==> src/rtl/diag_collector.sv <==
// diag_collector: reassembles a 4x4 matrix from a 7-beat skewed
// anti-diagonal stream on four lanes and holds it for a consumer.
//
// Handshakes: a transfer happens on a rising edge where the producer's
// valid and the receiver's ready are both high. in_ready is a function of
// state only; out_valid stays high, with m* stable, until out_ready is seen.
// clear overrides both handshakes on the same edge.
module diag_collector #(
  parameter int WIDTH = 32
) (
  input  logic             clk,
  input  logic             rst,
  input  logic             in_valid,
  output logic             in_ready,
  input  logic [WIDTH-1:0] d1,
  input  logic [WIDTH-1:0] d2,
  input  logic [WIDTH-1:0] d3,
  input  logic [WIDTH-1:0] d4,
  input  logic             clear,
  output logic [WIDTH-1:0] m11, m12, m13, m14,
  output logic [WIDTH-1:0] m21, m22, m23, m24,
  output logic [WIDTH-1:0] m31, m32, m33, m34,
  output logic [WIDTH-1:0] m41, m42, m43, m44,
  output logic             out_valid,
  input  logic             out_ready,
  output logic [2:0]       beat,
  output logic             dbg_state
);

  typedef enum logic {
    COLLECT = 1'b0,
    DONE    = 1'b1
  } state_t;

  state_t           state_q, state_d;
  logic [2:0]       beat_q, beat_d;
  logic [WIDTH-1:0] m_q [4][4];
  logic [WIDTH-1:0] m_d [4][4];
  logic [WIDTH-1:0] lane [4];
  logic             accept;

  assign lane[0] = d1;
  assign lane[1] = d2;
  assign lane[2] = d3;
  assign lane[3] = d4;

  assign in_ready  = (state_q == COLLECT);
  assign out_valid = (state_q == DONE);
  assign beat      = beat_q;
  assign dbg_state = state_q;
  assign accept    = in_valid && in_ready && !clear;

  // Next state and beat counter; clear wins over accept and out_ready.
  always_comb begin
    state_d = state_q;
    beat_d  = beat_q;
    if (clear) begin
      state_d = COLLECT;
      beat_d  = 3'd1;
    end else begin
      case (state_q)
        COLLECT: begin
          if (in_valid) begin
            if (beat_q == 3'd7) begin
              beat_d  = 3'd1;
              state_d = DONE;
            end else begin
              beat_d = beat_q + 3'd1;
            end
          end
        end
        DONE: begin
          if (out_ready) state_d = COLLECT;
        end
        default: state_d = COLLECT;
      endcase
    end
  end

  // Element (r,c) (0-based) lives on anti-diagonal r+c+1. Beats 1..4 start
  // the diagonal at row 0, so lane = row; beats 5..7 start it at column 3,
  // so lane counts down from the right edge (3-c).
  always_comb begin
    m_d = m_q;
    if (accept) begin
      for (int r = 0; r < 4; r++) begin
        for (int c = 0; c < 4; c++) begin
          if (r + c + 1 == int'(beat_q)) begin
            m_d[r][c] = (beat_q <= 3'd4) ? lane[r] : lane[3-c];
          end
        end
      end
    end
  end

  // State, beat and matrix registers; reset discards any partial matrix.
  always_ff @(posedge clk or posedge rst) begin
    if (rst) begin
      state_q <= COLLECT;
      beat_q  <= 3'd1;
      for (int r = 0; r < 4; r++) begin
        for (int c = 0; c < 4; c++) begin
          m_q[r][c] <= '0;
        end
      end
    end else begin
      state_q <= state_d;
      beat_q  <= beat_d;
      m_q     <= m_d;
    end
  end

  assign m11 = m_q[0][0];
  assign m12 = m_q[0][1];
  assign m13 = m_q[0][2];
  assign m14 = m_q[0][3];
  assign m21 = m_q[1][0];
  assign m22 = m_q[1][1];
  assign m23 = m_q[1][2];
  assign m24 = m_q[1][3];
  assign m31 = m_q[2][0];
  assign m32 = m_q[2][1];
  assign m33 = m_q[2][2];
  assign m34 = m_q[2][3];
  assign m41 = m_q[3][0];
  assign m42 = m_q[3][1];
  assign m43 = m_q[3][2];
  assign m44 = m_q[3][3];

endmodule

==> config.mk <==
export PLATFORM = sky130hd
export DESIGN_NAME = diag_collector
export DESIGN_NICKNAME = d
export VERILOG_FILES = /design/src/rtl/diag_collector.sv
export SDC_FILE = /design/constraint.sdc
export NUM_CORES = 1
export LEC_CHECK = 0
export CAP_MARGIN = 40
export CORE_AREA = 2 2 250 252
export DETAILED_ROUTE_END_ITERATION = 10
export DIE_AREA = 0 0 252 254
export HOLD_SLACK_MARGIN = 0.1
export SETUP_SLACK_MARGIN = 0.02
export SYNTH_ARGS = -nofsm -noshare
export SYNTH_HDL_FRONTEND = slang
export SYNTH_SLANG_ARGS = --single-unit
==> constraint.sdc <==
create_clock -name clk -period 24.7 [get_ports clk]
set_input_delay 4.94 -clock clk [delete_from_list [all_inputs] [get_ports clk]]
set_output_delay 4.94 -clock clk [all_outputs]
set_load 0.01 [all_outputs]
==> results of run 1 <==
==> report_power, final <==
group	total, mW	switching, mW	leakage [nW]	internal (mW)
combinational	1.20	0.532	5.46	0.671
sequential	1.25	0.148	6.48	1.10
clock	0.891	0.350	0.953	0.541
==> final cells by class <==
cell class,instances,share of cell area (%)
Antenna cell,1,0.00817
Clock buffer,82,5.35
Clock inverter,18,0.980
Inverter,5,0.102
Multi-Input combinational cell,1178,25.4
Sequential cell,516,42.2
Tap cell,790,3.23
Timing Repair Buffer,684,22.8
==> registers in the layout (all words and copies together), names as in the netlist <==
signal	cells
beat	3
dbg_state	1
m11	32
m12	32
m13	32
m14	32
m21	32
m22	32
m23	32
m24	32
m31	32
m32	32
m33	32
m34	32
m41	32
m42	32
m43	32
m44	32
==> per-layer routing <==
layer | track usage [%] | part of all wire [%] | up-vias
met4 | 8.49 | 3.5 | 4
met2 | 40.3 | 50 | 679
li1 | - | - | 7921
met5 | 0 | 0.035 | -
met3 | 6.94 | 8.1 | 137
met1 | 28.4 | 39 | 8912
==> cell usage after synthesis, drive strengths merged <==
cell type,instances
or2,1
dfstp,1
o31ai,96
inv,5
nand2,256
mux2,128
nor3b,1
buf,104
nand4bb,2
o21ba,160
mux2i,1
o21ai,96
o21bai,1
clkbuf,62
nand3,1
a211oi,1
a31oi,288
and4bb,2
nor3,2
nand2b,1
nor2,133
and2b,1
nor2b,1
ha,6
dfrtp,515
==> cells in the final DEF, fill, tap and decap left out, types with 2 or more instances in the layout <==
cell	Yosys	final
sky130_fd_sc_hd__buf_16	0	10
sky130_fd_sc_hd__inv_6	0	2
sky130_fd_sc_hd__and4bb_4	0	2
sky130_fd_sc_hd__o21ba_1	66	66
sky130_fd_sc_hd__nor2_1	131	131
sky130_fd_sc_hd__buf_4	21	22
sky130_fd_sc_hd__clkinv_2	0	7
sky130_fd_sc_hd__o31ai_1	96	96
sky130_fd_sc_hd__bufinv_16	0	8
sky130_fd_sc_hd__nor2_4	1	2
sky130_fd_sc_hd__nand2_1	256	256
sky130_fd_sc_hd__mux2_2	128	128
sky130_fd_sc_hd__clkbuf_16	0	57
sky130_fd_sc_hd__dfrtp_1	515	514
sky130_fd_sc_hd__nand4bb_4	1	2
sky130_fd_sc_hd__inv_1	4	3
sky130_fd_sc_hd__ha_1	6	6
sky130_fd_sc_hd__o21ba_2	94	94
sky130_fd_sc_hd__clkbuf_8	0	12
sky130_fd_sc_hd__o21ai_0	96	96
sky130_fd_sc_hd__clkdlybuf4s50_1	0	650
sky130_fd_sc_hd__a31oi_1	288	288
sky130_fd_sc_hd__buf_12	0	2
sky130_fd_sc_hd__clkbuf_1	62	13
==> logic make-up (layout without fill, tap and decap cells) <==
group | count (synthesis) | in the layout | synth area share [%]
AO/OA/AOI/OAI | 642 | 642 | 21.4
flip-flops | 516 | 516 | 59.9
AND/OR/NAND/NOR | 401 | 401 | 7.36
buffers and inverters | 171 | 789 | 4.25
multiplexers | 129 | 129 | 6.73
adder cells (fa/ha/maj) | 6 | 6 | 0.348
other | 0 | 1 | 0
==> path summary, 6_finish.rpt <==
kind	endpoint	slack (ns)	depth (start not counted)
min in group asynchronous	m32[24]	4.75	2
max	m12[8]	16.63	7
max reg2reg	m33[26]	21.37	6
max in group clk	m33[26]	17.02	6
min reg2reg	m23[21]	0.50	1
min	m23[21]	0.50	1
==> flow_summary.json, run 1 <==
{
  "outcome": "complete, no violations",
  "critical_path.reg2reg.startpoint": "beat[0]",
  "layout_setup_ws_ns": 16.63,
  "synth_seq_cells": 516,
  "cts_made_buffers": 57,
  "layout.filler_cells": 5492,
  "antenna_found_initial": 3,
  "core_area_sq_um": 61300,
  "ctsRootBufferMaster": "sky130_fd_sc_hd__clkbuf_16",
  "port_buffers": 650,
  "powerDensity_nw_per_um2": 109,
  "first_pass_grt_wire_length_um": 116000,
  "routed_via_density": 5.39,
  "timing.max_slew.rel_slack_pct": 39.9,
  "dr.pass1.iters": 7,
  "place_worst_setup_slack_ns": 15.89,
  "rsz0062_at_grt": "false",
  "core.rowCount": 91,
  "critical_path_arrival_ns": 8.74,
  "power.leakage_nw": 12.9,
  "synthTopCellsByArea": "sky130_fd_sc_hd__dfrtp_1 60%, sky130_fd_sc_hd__a31oi_1 8.4%, sky130_fd_sc_hd__mux2_2 6.7%",
  "min-delay-path-class": "register to register",
  "final_cell_count_no_fill": 3274,
  "cts_tree": "done",
  "fmax_ghz": 0.124,
  "finalCriticalPeriod_ns": 8.07,
  "min_from": "m23[21]",
  "place_hpwl_um": 54600,
  "worst_setup_path_startpoint": "rst",
  "max_cap_violations": 0,
  "syn_area_sq_um": 21600,
  "synth_cells": 1865,
  "synth-seq-area-share_pct": 59.9,
  "die-width_um": 252,
  "critPathBufInv": 7,
  "cpPeakStageDelay_ns": 0.76,
  "postCtsHoldBufs": 0,
  "clk_latency_ns": 0.60,
  "post_route_cells_drive_above_1_share_pct": 14.4,
  "routabilityCongestion": 0.843,
  "drtIter0Drc": 1378,
  "final-setup-viol-count": 0,
  "critical_setup_path_class": "input pin to async pin",
  "grt_usage_pct": 23.6,
  "final.setup_skew_ns": 0.0109,
  "drcViolationCount": 0,
  "worst_pin_slew_ns": 0.901,
  "synth_warnings": 0,
  "grt_pass1_vias": 17900,
  "critical-path-top-delay-family": "buffers and inverters",
  "cts-root-to-sink-buffers": 3,
  "die_y_um": 254,
  "vdd_ir_drop_max_uv": 55.7,
  "final_design_area_no_fill_sq_um": 30600,
  "crit_chain": "clkdlybuf4s50_1 > inv_8 > buf_4 > buf_16 > buf_4 > buf_4 > buf_4",
  "worstPathMaxFanout": 67,
  "yosys.area.top_type": "sky130_fd_sc_hd__dfrtp_1",
  "fin_crit_sh_pct": 32.7,
  "setup_total_negative_slack_ns": 0,
  "ant_nets": 0,
  "slew_violations": 0,
  "netlist.area_leader.share_pct": 59.8,
  "finalHoldViolations": 0,
  "grt_max_degree": 98,
  "initial_utilization_pct": 35.2,
  "die_area_sq_um": 64000,
  "finish.utilization_pct": 50.0,
  "nets": 2581,
  "dpl-instance-area_sq_um": 28700,
  "post_cts_sizing": 0,
  "worst_ep_required_time_ns": 25.37,
  "vias": 17700,
  "area_of_combinational_cells_with_multiple_inputs_sq_um": 7780,
  "synth_nets": 2004,
  "grt.overflow.total": 0,
  "wl_um": 77900,
  "post_cts_buffers": 0,
  "design_power_total_mw": 3.34,
  "path_common_cell": "sky130_fd_sc_hd__buf_4",
  "timing.critical_path.slowest_stage_cell": "sky130_fd_sc_hd__buf_4",
  "seq_area_sq_um": 12900,
  "clock_tree.htree_level_count": 2,
  "critical_path.startpoint_type": "input pin",
  "postSynthAreaPerCell_sq_um": 11.6,
  "worstSetupEndpointType": "async pin",
  "hold-worst-slack_ns": 0.504,
  "io_pins": 651,
  "drt-wirelength-per-cell_um": 23.8,
  "area_delta_synth_final_pct": 42.1,
  "number_of_clock_sinks": 516,
  "clock_edge_transition_at_the_registers_on_the_reported_setup_and_hold_paths_ns": 0.06,
  "numPlacedInstances": 3173,
  "synth_cell_type_count": 35
}
(Power assumes the default switching activity.)
==> run 2, diff against run 1 <==
--- a/config.mk
+++ b/config.mk
@@ -6,9 +6,9 @@
 export NUM_CORES = 1
 export LEC_CHECK = 0
 export CAP_MARGIN = 40
-export CORE_AREA = 2 2 250 252
+export CORE_AREA = 2 2 256 258
 export DETAILED_ROUTE_END_ITERATION = 10
-export DIE_AREA = 0 0 252 254
+export DIE_AREA = 0 0 258 260
 export HOLD_SLACK_MARGIN = 0.1
 export SETUP_SLACK_MARGIN = 0.02
 export SYNTH_ARGS = -nofsm -noshare
==> constraint.sdc (replaced) <==
create_clock -name clk -period 7.3 [get_ports clk]
set_input_delay 1.46 -clock clk [delete_from_list [all_inputs] [get_ports clk]]
set_output_delay 1.46 -clock clk [all_outputs]
set_load 0.01 [all_outputs]
==> run 2 against run 1 <==
Setup slack got worse by 13 ns. Register-to-register slack got worse by 18 ns. Wire length increased by 0.61%. Clock power rose to 3.4 times the previous value. Design area hardly changed. Clock skew is 0.014 ns higher. Critical path type is now input pin to register. Largest power group unchanged. Highest routed layer unchanged.
==> flow_summary.json, run 2 (synthesis gave the netlist of run 1 again) <==
{
  "outcome": "complete, no violations",
  "min-delay-path-class": "register to register",
  "dr.pass1.iters": 5,
  "critical_path.startpoint_type": "input pin",
  "drtIter0Drc": 1383,
  "power.leakage_nw": 12.9,
  "rsz0062_at_grt": "false",
  "worst_pin_slew_ns": 0.900,
  "die-width_um": 258,
  "clock_edge_transition_at_the_registers_on_the_reported_setup_and_hold_paths_ns": 0.06,
  "finish.utilization_pct": 47.8,
  "worst_setup_slack_for_register_to_register_paths_ns": 3.67,
  "die_y_um": 260,
  "nets": 2578,
  "worstPathMaxFanout": 74,
  "critical_path_arrival_ns": 4.23,
  "critical_setup_path_class": "input pin to register",
  "ant_nets": 0,
  "first_pass_grt_wire_length_um": 118000,
  "layout_setup_ws_ns": 3.51,
  "fmax_ghz": 0.264,
  "clock_tree.htree_level_count": 2,
  "vias": 17600,
  "antenna_cells_inserted": 0,
  "place_hpwl_um": 54900,
  "post_cts_buffers": 0,
  "drcViolationCount": 0,
  "mostFrequentLayoutCells": "650 x sky130_fd_sc_hd__clkdlybuf4s50_1, 514 x sky130_fd_sc_hd__dfrtp_1, 288 x sky130_fd_sc_hd__a31oi_1",
  "fin_crit_sh_pct": 51.9,
  "layout.cells.most_common": "sky130_fd_sc_hd__clkdlybuf4s50_1",
  "postCtsHoldBufs": 0,
  "worst_ep_required_time_ns": 7.75,
  "core_area_sq_um": 64100,
  "clk_latency_ns": 0.61,
  "design_power_total_mw": 11.3,
  "ctsRootBufferMaster": "sky130_fd_sc_hd__clkbuf_16",
  "area_delta_synth_final_pct": 42.2,
  "port_buffers": 650,
  "post_route_cells_drive_above_1_share_pct": 14.5,
  "grt_usage_pct": 22.9,
  "p_clk_share_pct": 26.8,
  "grt.overflow.total": 0,
  "switching_share_pct": 30.9,
  "io_pins": 651,
  "worstSetupEndpointType": "register",
  "drt-wirelength-per-cell_um": 23.5,
  "post_cts_sizing": 0,
  "vdd_ir_drop_max_uv": 218,
  "final.setup_skew_ns": 0.0253,
  "powerDensity_nw_per_um2": 368,
  "cts_tree": "done",
  "number_of_clock_sinks": 516,
  "power.switching_mw": 3.49,
  "combinationalPowerShare_pct": 36.0,
  "finalHoldViolations": 0,
  "antenna_found_initial": 1,
  "wl_um": 78300,
  "place_worst_setup_slack_ns": 2.91,
  "cts_made_buffers": 57,
  "cts-root-to-sink-buffers": 3,
  "core.rowCount": 93,
  "slew_violations": 0,
  "grt_max_degree": 152,
  "max_cap_violations": 0,
  "final-setup-viol-count": 0,
  "die_area_sq_um": 67100,
  "finalCriticalPeriod_ns": 3.79,
  "timing.max_slew.rel_slack_pct": 40.0,
  "routed_via_density": 5.26,
  "power_report.internal_total_mw": 7.81,
  "initial_utilization_pct": 33.6,
  "power_frac_seq_pct": 37.2,
  "grt_pass1_vias": 18000,
  "routabilityCongestion": 0.861
}
## run 2: changes by cell type in the layout (fill, tap and decap cells not counted)
cell                        delta
sky130_fd_sc_hd__inv_8         -1
sky130_fd_sc_hd__diode_2       -1
sky130_fd_sc_hd__clkinv_2      +4
sky130_fd_sc_hd__buf_4         -2
sky130_fd_sc_hd__bufinv_16     -2
sky130_fd_sc_hd__clkbuf_1      -1
sky130_fd_sc_hd__inv_6         +1
sky130_fd_sc_hd__clkbuf_16     +2
sky130_fd_sc_hd__clkbuf_8      +1
sky130_fd_sc_hd__buf_12        +4
sky130_fd_sc_hd__buf_16        -5
## run 2: final timing paths
kind / from / depth (start not counted) / end
worst max-delay path: clear / 7 / m24[2]
worst min-delay path: m23[24] / 1 / m23[24]
worst max register to register: beat[2] / 7 / m22[29]
worst min register to register: m23[24] / 1 / m23[24]
max in group asynchronous: rst / 4 / m43[21]
min in group asynchronous: rst / 2 / m41[21]
## run 2: critical path, cell delays in order
cell,delay (ns)
sky130_fd_sc_hd__clkdlybuf4s50_1,0.72
sky130_fd_sc_hd__nand4bb_4,0.24
sky130_fd_sc_hd__buf_4,0.67
sky130_fd_sc_hd__buf_4,0.42
sky130_fd_sc_hd__buf_16,0.31
sky130_fd_sc_hd__o21ba_2,0.19
sky130_fd_sc_hd__a31oi_1,0.04
## run 2: area by class of cell
type                       instances  area (sq um)
clock buffer                      84          1700
clock inverter                    20           262
fill                            5812         33400
inverter                           5          27.5
multi-input combinational       1178          7780
sequential                       516         12900
tap                              855          1070
timing repair buffer             681          6910
## run 2: layer usage
| metal | GRT usage (%) | wire length (um) | up-vias |
|---|---|---|---|
| li1 | - | - | 7925 |
| met1 | 27.5 | 30400 | 8820 |
| met2 | 39.4 | 39000 | 681 |
| met4 | 7.27 | 2560 | 2 |
| met3 | 6.73 | 6380 | 143 |
| met5 | 0 | 12 | - |
## run 2: through the flow
| stage | instances | cell area (sq um) | setup TNS, ns | hold slack [ns] |
|---|---|---|---|---|
| CTS | 3339 | 30700 | 0 | 0.507 |
| floorplan | 1865 | 21600 | -601.24 | 0.543 |
| global route | 3339 | 30700 | 0 | 0.521 |
| finish | 3339 | 30700 | 0 | 0.502 |
| detailed placement | 3235 | 28700 | 0 | 0.494 |
| global placement | 3228 | 28500 | 0 | 0.488 |
## run 2: power by group through the flow
| stage | Combinational, mW | Sequential (mW) | Clock [mW] |
|---|---|---|---|
| final | 4.06 | 4.21 | 3.03 |
| after global routing | 4.33 | 4.32 | 3.22 |
| after CTS | 4.11 | 4.21 | 3.10 |
| after detailed placement | 4.10 | 4.25 | 0 |
| after global placement | 4.04 | 4.23 | 0 |
| after floorplan | 1.24 | 4.61 | 0 |
